===== config.mk =====
export PLATFORM = sky130hd
export DESIGN_NAME = lsu_axi_write_master
export DESIGN_NICKNAME = d
export VERILOG_FILES = /design/src/rtl/lsu_axi_write_master_pkg.sv /design/src/rtl/lsu_axi_write_master.sv
export SDC_FILE = /design/constraint.sdc
export NUM_CORES = 1
export LEC_CHECK = 0
export ABC_AREA = 1
export BUFFER_PORTS_ARGS = -buffer_cell sky130_fd_sc_hd__buf_2
export CAP_MARGIN = 20
export CELL_PAD_IN_SITES_DETAIL_PLACEMENT = 1
export CELL_PAD_IN_SITES_GLOBAL_PLACEMENT = 1
export CORE_ASPECT_RATIO = 0.8
export CORE_MARGIN = 2
export CORE_UTILIZATION = 31
export CTS_BUF_LIST = sky130_fd_sc_hd__clkbuf_8
export CTS_CLUSTER_SIZE = 16
export DETAILED_ROUTE_END_ITERATION = 8
export GPL_ROUTABILITY_DRIVEN = 0
export GPL_TIMING_DRIVEN = 0
export PLACE_DENSITY_LB_ADDON = 0.1
export REMOVE_ABC_BUFFERS = 1
export SYNTH_ARGS = -nofsm -noshare
export SYNTH_HDL_FRONTEND = slang
export SYNTH_SLANG_ARGS = --single-unit

===== constraint.sdc =====
create_clock -name clk -period 2.2 [get_ports clk]
set_clock_uncertainty 0.05 [all_clocks]
set_input_delay 0.22 -clock clk [delete_from_list [all_inputs] [get_ports clk]]
set_output_delay 0.22 -clock clk [all_outputs]
set_load 0.01 [all_outputs]

===== src/rtl/lsu_axi_write_master_pkg.sv =====
// lsu_axi_write_master_pkg: AXI response codes and write-master state encoding shared with the peripheral responders
package lsu_axi_write_master_pkg;
  localparam logic [1:0] OKAY   = 2'b00;
  localparam logic [1:0] EXOKAY = 2'b01;
  localparam logic [1:0] SLVERR = 2'b10;
  localparam logic [1:0] DECERR = 2'b11;
  typedef enum logic [2:0] {
    IDLE      = 3'd0,
    SEND_BOTH = 3'd1,
    WAIT_W    = 3'd2,
    WAIT_AW   = 3'd3,
    WAIT_B    = 3'd4
  } state_t;
endpackage


===== src/rtl/lsu_axi_write_master.sv =====
// lsu_axi_write_master: AXI4-Lite single-outstanding write initiator for the LSU store path
// Define LSU_WMASTER_TIMEOUT_EN to add a WAIT_B watchdog that completes with an error after TIMEOUT_CYCLES
module lsu_axi_write_master
  import lsu_axi_write_master_pkg::*;
#(
  parameter int ADDR_W         = 32,
  parameter int DATA_W         = 32,
  parameter int STRB_W         = DATA_W / 8,
  parameter int TIMEOUT_CYCLES = 1024
) (
  input  logic              clk,
  input  logic              rst,
  input  logic              req_valid,
  output logic              req_ready,
  input  logic [ADDR_W-1:0] req_addr,
  input  logic [DATA_W-1:0] req_data,
  input  logic [STRB_W-1:0] req_strb,
  output logic              resp_valid,
  output logic              resp_err,
  output logic [ADDR_W-1:0] awaddr,
  output logic              awvalid,
  input  logic              awready,
  output logic [DATA_W-1:0] wdata,
  output logic [STRB_W-1:0] wstrb,
  output logic              wvalid,
  input  logic              wready,
  input  logic [1:0]        bresp,
  input  logic              bvalid,
  output logic              bready
);
  state_t state, state_nx;
  logic b_err, timeout, b_done;
  assign b_err  = bresp == SLVERR || bresp == DECERR;
  assign b_done = state == WAIT_B && (bvalid || timeout);
`ifdef LSU_WMASTER_TIMEOUT_EN
  localparam int CW = $clog2(TIMEOUT_CYCLES + 1);
  logic [CW-1:0] cnt;
  assign timeout = state == WAIT_B && !bvalid && cnt == CW'(TIMEOUT_CYCLES - 1);
  always_ff @(posedge clk or posedge rst)
    if (rst) cnt <= '0;
    else cnt <= state == WAIT_B ? cnt + 1'b1 : '0;
`else
  assign timeout = 1'b0 && TIMEOUT_CYCLES > 0;
`endif
  // Valids decode the state flop only, so an async reset drops them at once
  assign req_ready = state == IDLE;
  assign awvalid   = state == SEND_BOTH || state == WAIT_AW;
  assign wvalid    = state == SEND_BOTH || state == WAIT_W;
  assign bready    = state == WAIT_B;
  always_comb begin
    state_nx = state;
    case (state)
      IDLE:      state_nx = req_valid ? SEND_BOTH : IDLE;
      SEND_BOTH: state_nx = awready && wready ? WAIT_B : awready ? WAIT_W : wready ? WAIT_AW : SEND_BOTH;
      WAIT_W:    state_nx = wready ? WAIT_B : WAIT_W;
      WAIT_AW:   state_nx = awready ? WAIT_B : WAIT_AW;
      WAIT_B:    state_nx = b_done ? IDLE : WAIT_B;
      default:   state_nx = IDLE;
    endcase
  end
  always_ff @(posedge clk or posedge rst) begin
    if (rst) begin
      state      <= IDLE;
      resp_valid <= 1'b0;
      resp_err   <= 1'b0;
      awaddr     <= '0;
      wdata      <= '0;
      wstrb      <= '0;
    end else begin
      state      <= state_nx;
      resp_valid <= b_done;
      resp_err   <= b_done && (bvalid ? b_err : timeout);
      if (state == IDLE && req_valid) begin
        awaddr <= req_addr;
        wdata  <= req_data;
        wstrb  <= req_strb;
      end
    end
  end
endmodule


Word-level counts from Yosys, hierarchy flattened
Index checks and enable logic that the tools add are counted.
{"block": "word_totals", "mem_count": 0, "out_inout_bits": 74, "rom_bits": 0, "ramBits": 0, "in_bits": 76, "reg_bits": 73, "latch_bits": 0, "word_cells": 29}
{"block": "op_classes", "div_mod_pow": 0, "add_sub_neg": 0, "n_lt_le_gt_ge": 0, "multipliers": 0, "bitwise": 0, "n_reduce_logical": 8, "n_eq_ne": 6, "muxes": 9, "n_shift": 0}
{"operator": "$pmux W3 S5", "n": 1}
{"operator": "$mux W3", "n": 4}
{"operator": "$eq A3 B2 Y1 const B", "n": 2}
{"operator": "$eq A2 B2 Y1 const B", "n": 2}
{"operator": "$logic_and A1 B1 Y1", "n": 4}
{"operator": "$mux W2", "n": 2}
{"operator": "$eq A3 B1 Y1 const B", "n": 1}
{"operator": "$eq A3 B3 Y1 const B", "n": 1}
{"operator": "$logic_not A3 Y1", "n": 1}
{"operator": "$logic_or A1 B1 Y1", "n": 3}
{"operator": "$mux W1", "n": 2}

Logic depth before layout (Yosys ltp)
{"block": "logic_depth", "word_depth": 4, "depth_mapped": 7, "depth_no_buf": 6}

Worst setup path after synthesis
No wires, ideal clock.
{"block": "synth_path", "path_kind": "flip-flop to flip-flop", "start": "reg state[1]", "end": "reg awaddr[19]", "setup_slack_ns": 0.883, "setup_time_ns": 0.122, "arrival_time_ns": 1.145, "required_ns": 2.028, "stages_incl_launch_ff": 8, "path_buffers": 3, "period_less_slack_ns": 1.317, "path_cell_list": "dfrtp_1 -> nor2_4 -> nand3_2 -> buf_6 -> buf_8 -> buf_8 -> nand2_2 -> o21ai_2"}
{"block": "synth_via", "elab_chain_cells": 2}
{"element": "start: declaration", "line_no": "lsu_axi_write_master.sv:31", "source": "state_t state, state_nx;"}
{"element": "start signal: assignment", "line_no": "lsu_axi_write_master.sv:70", "source": "state <= state_nx;"}
{"element": "$logic_not A3 Y1", "line_no": "lsu_axi_write_master.sv:73", "source": "if (state == IDLE && req_valid) begin"}
{"element": "$logic_and A1 B1 Y1", "line_no": "lsu_axi_write_master.sv:73"}
{"element": "end signal: assignment", "line_no": "lsu_axi_write_master.sv:74", "source": "awaddr <= req_addr;"}
{"element": "end: declaration", "line_no": "lsu_axi_write_master.sv:20", "source": "output logic [ADDR_W-1:0] awaddr,"}
No other way between the ends.
A chain may end at the register's enable or synchronous reset.

Worst setup path in the final report
{"block": "layout_path", "start": "reg state[2]", "end": "reg wdata[27]"}
{"block": "layout_via", "elab_chain_cells": 2}
{"element": "$logic_not A3 Y1", "line_no": "lsu_axi_write_master.sv:73"}
{"element": "$logic_and A1 B1 Y1", "line_no": "lsu_axi_write_master.sv:73"}
{"element": "end signal: assignment", "line_no": "lsu_axi_write_master.sv:75", "source": "wdata <= req_data;"}
{"element": "end: declaration", "line_no": "lsu_axi_write_master.sv:23", "source": "output logic [DATA_W-1:0] wdata,"}
No other way between the ends.

==> metrics.yaml <==
run_status:
  status: "finished, final reports clean"
clocking:
  clkTransAtPathRegs_ps: 70
  cts_post_setup_buffers_inserted: 0
  clock_sinks: 73
  clk_latency_ps: 340
  cts_resized: 0
  cts-root-buf: "clkbuf_8"
  cts_buffers: 9
  tritoncts: "built"
  cts_buffer_depth: 2
  h-tree-depth: 3
route:
  wirelength_um: 7600
  drt_iter0_markers: 94
  wire_per_inst_um: 12.7
  ant_nets: 0
  drt_first_pass_iters: 4
  vias: 2533
  drcViolationCount: 0
  viasPerCell: 4.24
flow_run:
  drv_cap: 0
timing:
  hold_viol_final: 0
  fmax_mhz: 548
  setup_viol: 0
  worst_slew_pin_slew_ps: 720
  rsz0062_at_grt: "no"
  final_period_minus_worst_setup_slack_ps: 1830
  drv_slew: 0
  post-route-period-util: 0.830
  timing.final.ws_setup_ps: 374
  slew_headroom: 0.520
synthesis:
  synth.area.mux_share: 0
  synth-simple-area-share: 0.134
  synth-xor-area-share: 0
  synth_compound_area_frac: 0.129
  syn_inst: 326
  ys_seq_area_frac: 0.601
  ys_ff_latch: 73
  syn_area_um2: 3040
  ys.warnings.count: 0
  synth_top_family_by_area: "simple AND/OR/NAND/NOR gates"
  avgSynthCellArea_um2: 9.32
  synth_fa_ha_area_frac: 0.00412
  synthDistinctLibCells: 22
global_route:
  grt-ovfl-total: 0
  grt_antenna_before_repair: 0
  grt_pass1_wl_um: 11900
  grtUsageTotal: 0.145
  grt_max_degree: 73
  grt_pass1_vias: 2573
cells_and_area:
  drive_above_1_share: 0.401
  syn_to_final_growth_pct: 34.2
  nNetsFinal: 551
  layout_commonest_cell: "buf_2"
  layout_common_cells: "148 x buf_2, 79 x inv_1, 73 x dfrtp_1"
  diodes: 0
place:
  port_buffers: 148
  place_hpwl_um: 5230
  post-place-ws_ps: 102
pwr:
  leakagePower_nw: 2.41
  p_sw_mw: 2.10
  cellInternalPower_mw: 3.31
  comb_power_share: 0.402
  pwr-share-clk: 0.172
  peakVddDrop_mv: 0.544
  pwr_density_cell_nw_per_um2: 1330
  p_sw_frac: 0.389
  p_total_mw: 5.41
  seqPwrFrac: 0.425
worst_setup_path:
  r2r_setup_slack_ps: 370
  worstPathArrival_ps: 2020
  cp_data_required_time_ps: 2400
  crit_path_end_kind: "flop"
  path_max_fanout: 36
  path_class: "flop to flop"
  reg2regPathDepth: 3
  startpoint_type: "flop"
  reg2reg_to: "wdata[27]$_DFFE_PP0P_"
  crit_path_end: "wdata[27]$_DFFE_PP0P_"
  reg2reg_from: "state[2]$_DFF_PP0_"
  critical_path.startpoint: "state[2]$_DFF_PP0_"
floorplanning:
  ioPinCount: 150
  die_h_um: 92.6
  chipWidth_um: 115
  initial_core_util: 0.316
  num_rows: 32
  die_area_um2: 10600
  core-area_um2: 9610
worst_hold_path:
  worstHoldPathType: "input pin to flop"
## through the flow
stage          TNS [ps]  hold slack (ps)   util  instance area, µm²  instances
3_3_place_gp    -174440              411  0.397                3820        578
5_1_grt               0             29.6  0.424                4080        598
2_1_floorplan    -34780              303      -                2930        311
6_report              0             51.9  0.424                4080        598
3_5_place_dp          0             90.8  0.404                3880        580
4_1_cts               0             26.1  0.423                4070        597
## synth_stat cells (all sizes together)
cell type / number / area, µm²
nand2: 75 / 307
clkbuf: 4 / 16.3
or2: 1 / 6.26
o21ai: 68 / 393
nor3: 3 / 15.0
nor2: 4 / 22.5
dfrtp: 73 / 1830
buf: 11 / 93.8
inv: 77 / 289
nor3b: 1 / 7.51
nand3b: 1 / 7.51
ha: 1 / 12.5
nand4: 2 / 12.5
nand3: 5 / 30.0
## power groups by stage
stage                     clock [mW]  combinational [mW]  sequential (mW)
after CTS                      0.987                2.21             2.32
after detailed placement           0                2.20             2.33
final                          0.933                2.18             2.30
after global routing            1.04                2.48             2.40
after global placement             0                2.15             2.31
after floorplan                    0               0.914             2.62
## registers in the layout, summed over array words and instances (netlist names)
name,count
resp_err,1
awaddr,32
wdata,32
resp_valid,1
wstrb,4
state,3
## logic make-up (layout without fill, tap and decap cells)
kind of cell | count (synthesis) | count (layout)
flip-flops | 73 | 73
buffers and inverters | 92 | 244
AND/OR/NAND/NOR | 92 | 93
AO/OA/AOI/OAI | 68 | 68
adder cells (fa/ha/maj) | 1 | 1
## how the worst min path moves through the flow
stage	startpoint	to	slack (ps)	cells past startpoint
2_1_floorplan	req_addr[10]	awaddr[10]$_DFFE_PP0P_	300	2
3_3_place_gp	req_addr[13]	awaddr[13]$_DFFE_PP0P_	410	3
3_5_place_dp	rst	wdata[9]$_DFFE_PP0P_	90	2
4_1_cts	req_addr[17]	awaddr[17]$_DFFE_PP0P_	30	3
5_1_grt	req_addr[19]	awaddr[19]$_DFFE_PP0P_	30	3
6_report	req_addr[17]	awaddr[17]$_DFFE_PP0P_	50	3
## critical path: stages, from the launching register on
cell	delay (ps)
dfrtp_1	450
inv_1	230
nand3_2	620
o21ai_0	380
## final cells by class
type	count	area (µm²)
fill	1202	5530
sequential	73	1830
multi-input combinational	162	831
timing repair buffer	151	806
inverter	77	292
clock buffer	11	151
tap	119	149
clock inverter	5	23.8
## routing by layer
layer	vias up	share of wire	GRT usage
met5	-	0	0
met4	0	0.014	0.0572
met3	9	0.094	0.0674
met2	90	0.47	0.232
met1	1156	0.42	0.168
li1	1278	-	-
## timing repair
action                                  in CTS  in global routing
hold endpoints to repair                     9                  0
endpoints found under the setup margin       0                 33
hold buffers                                 1                  0
(Power assumes the default switching activity.)
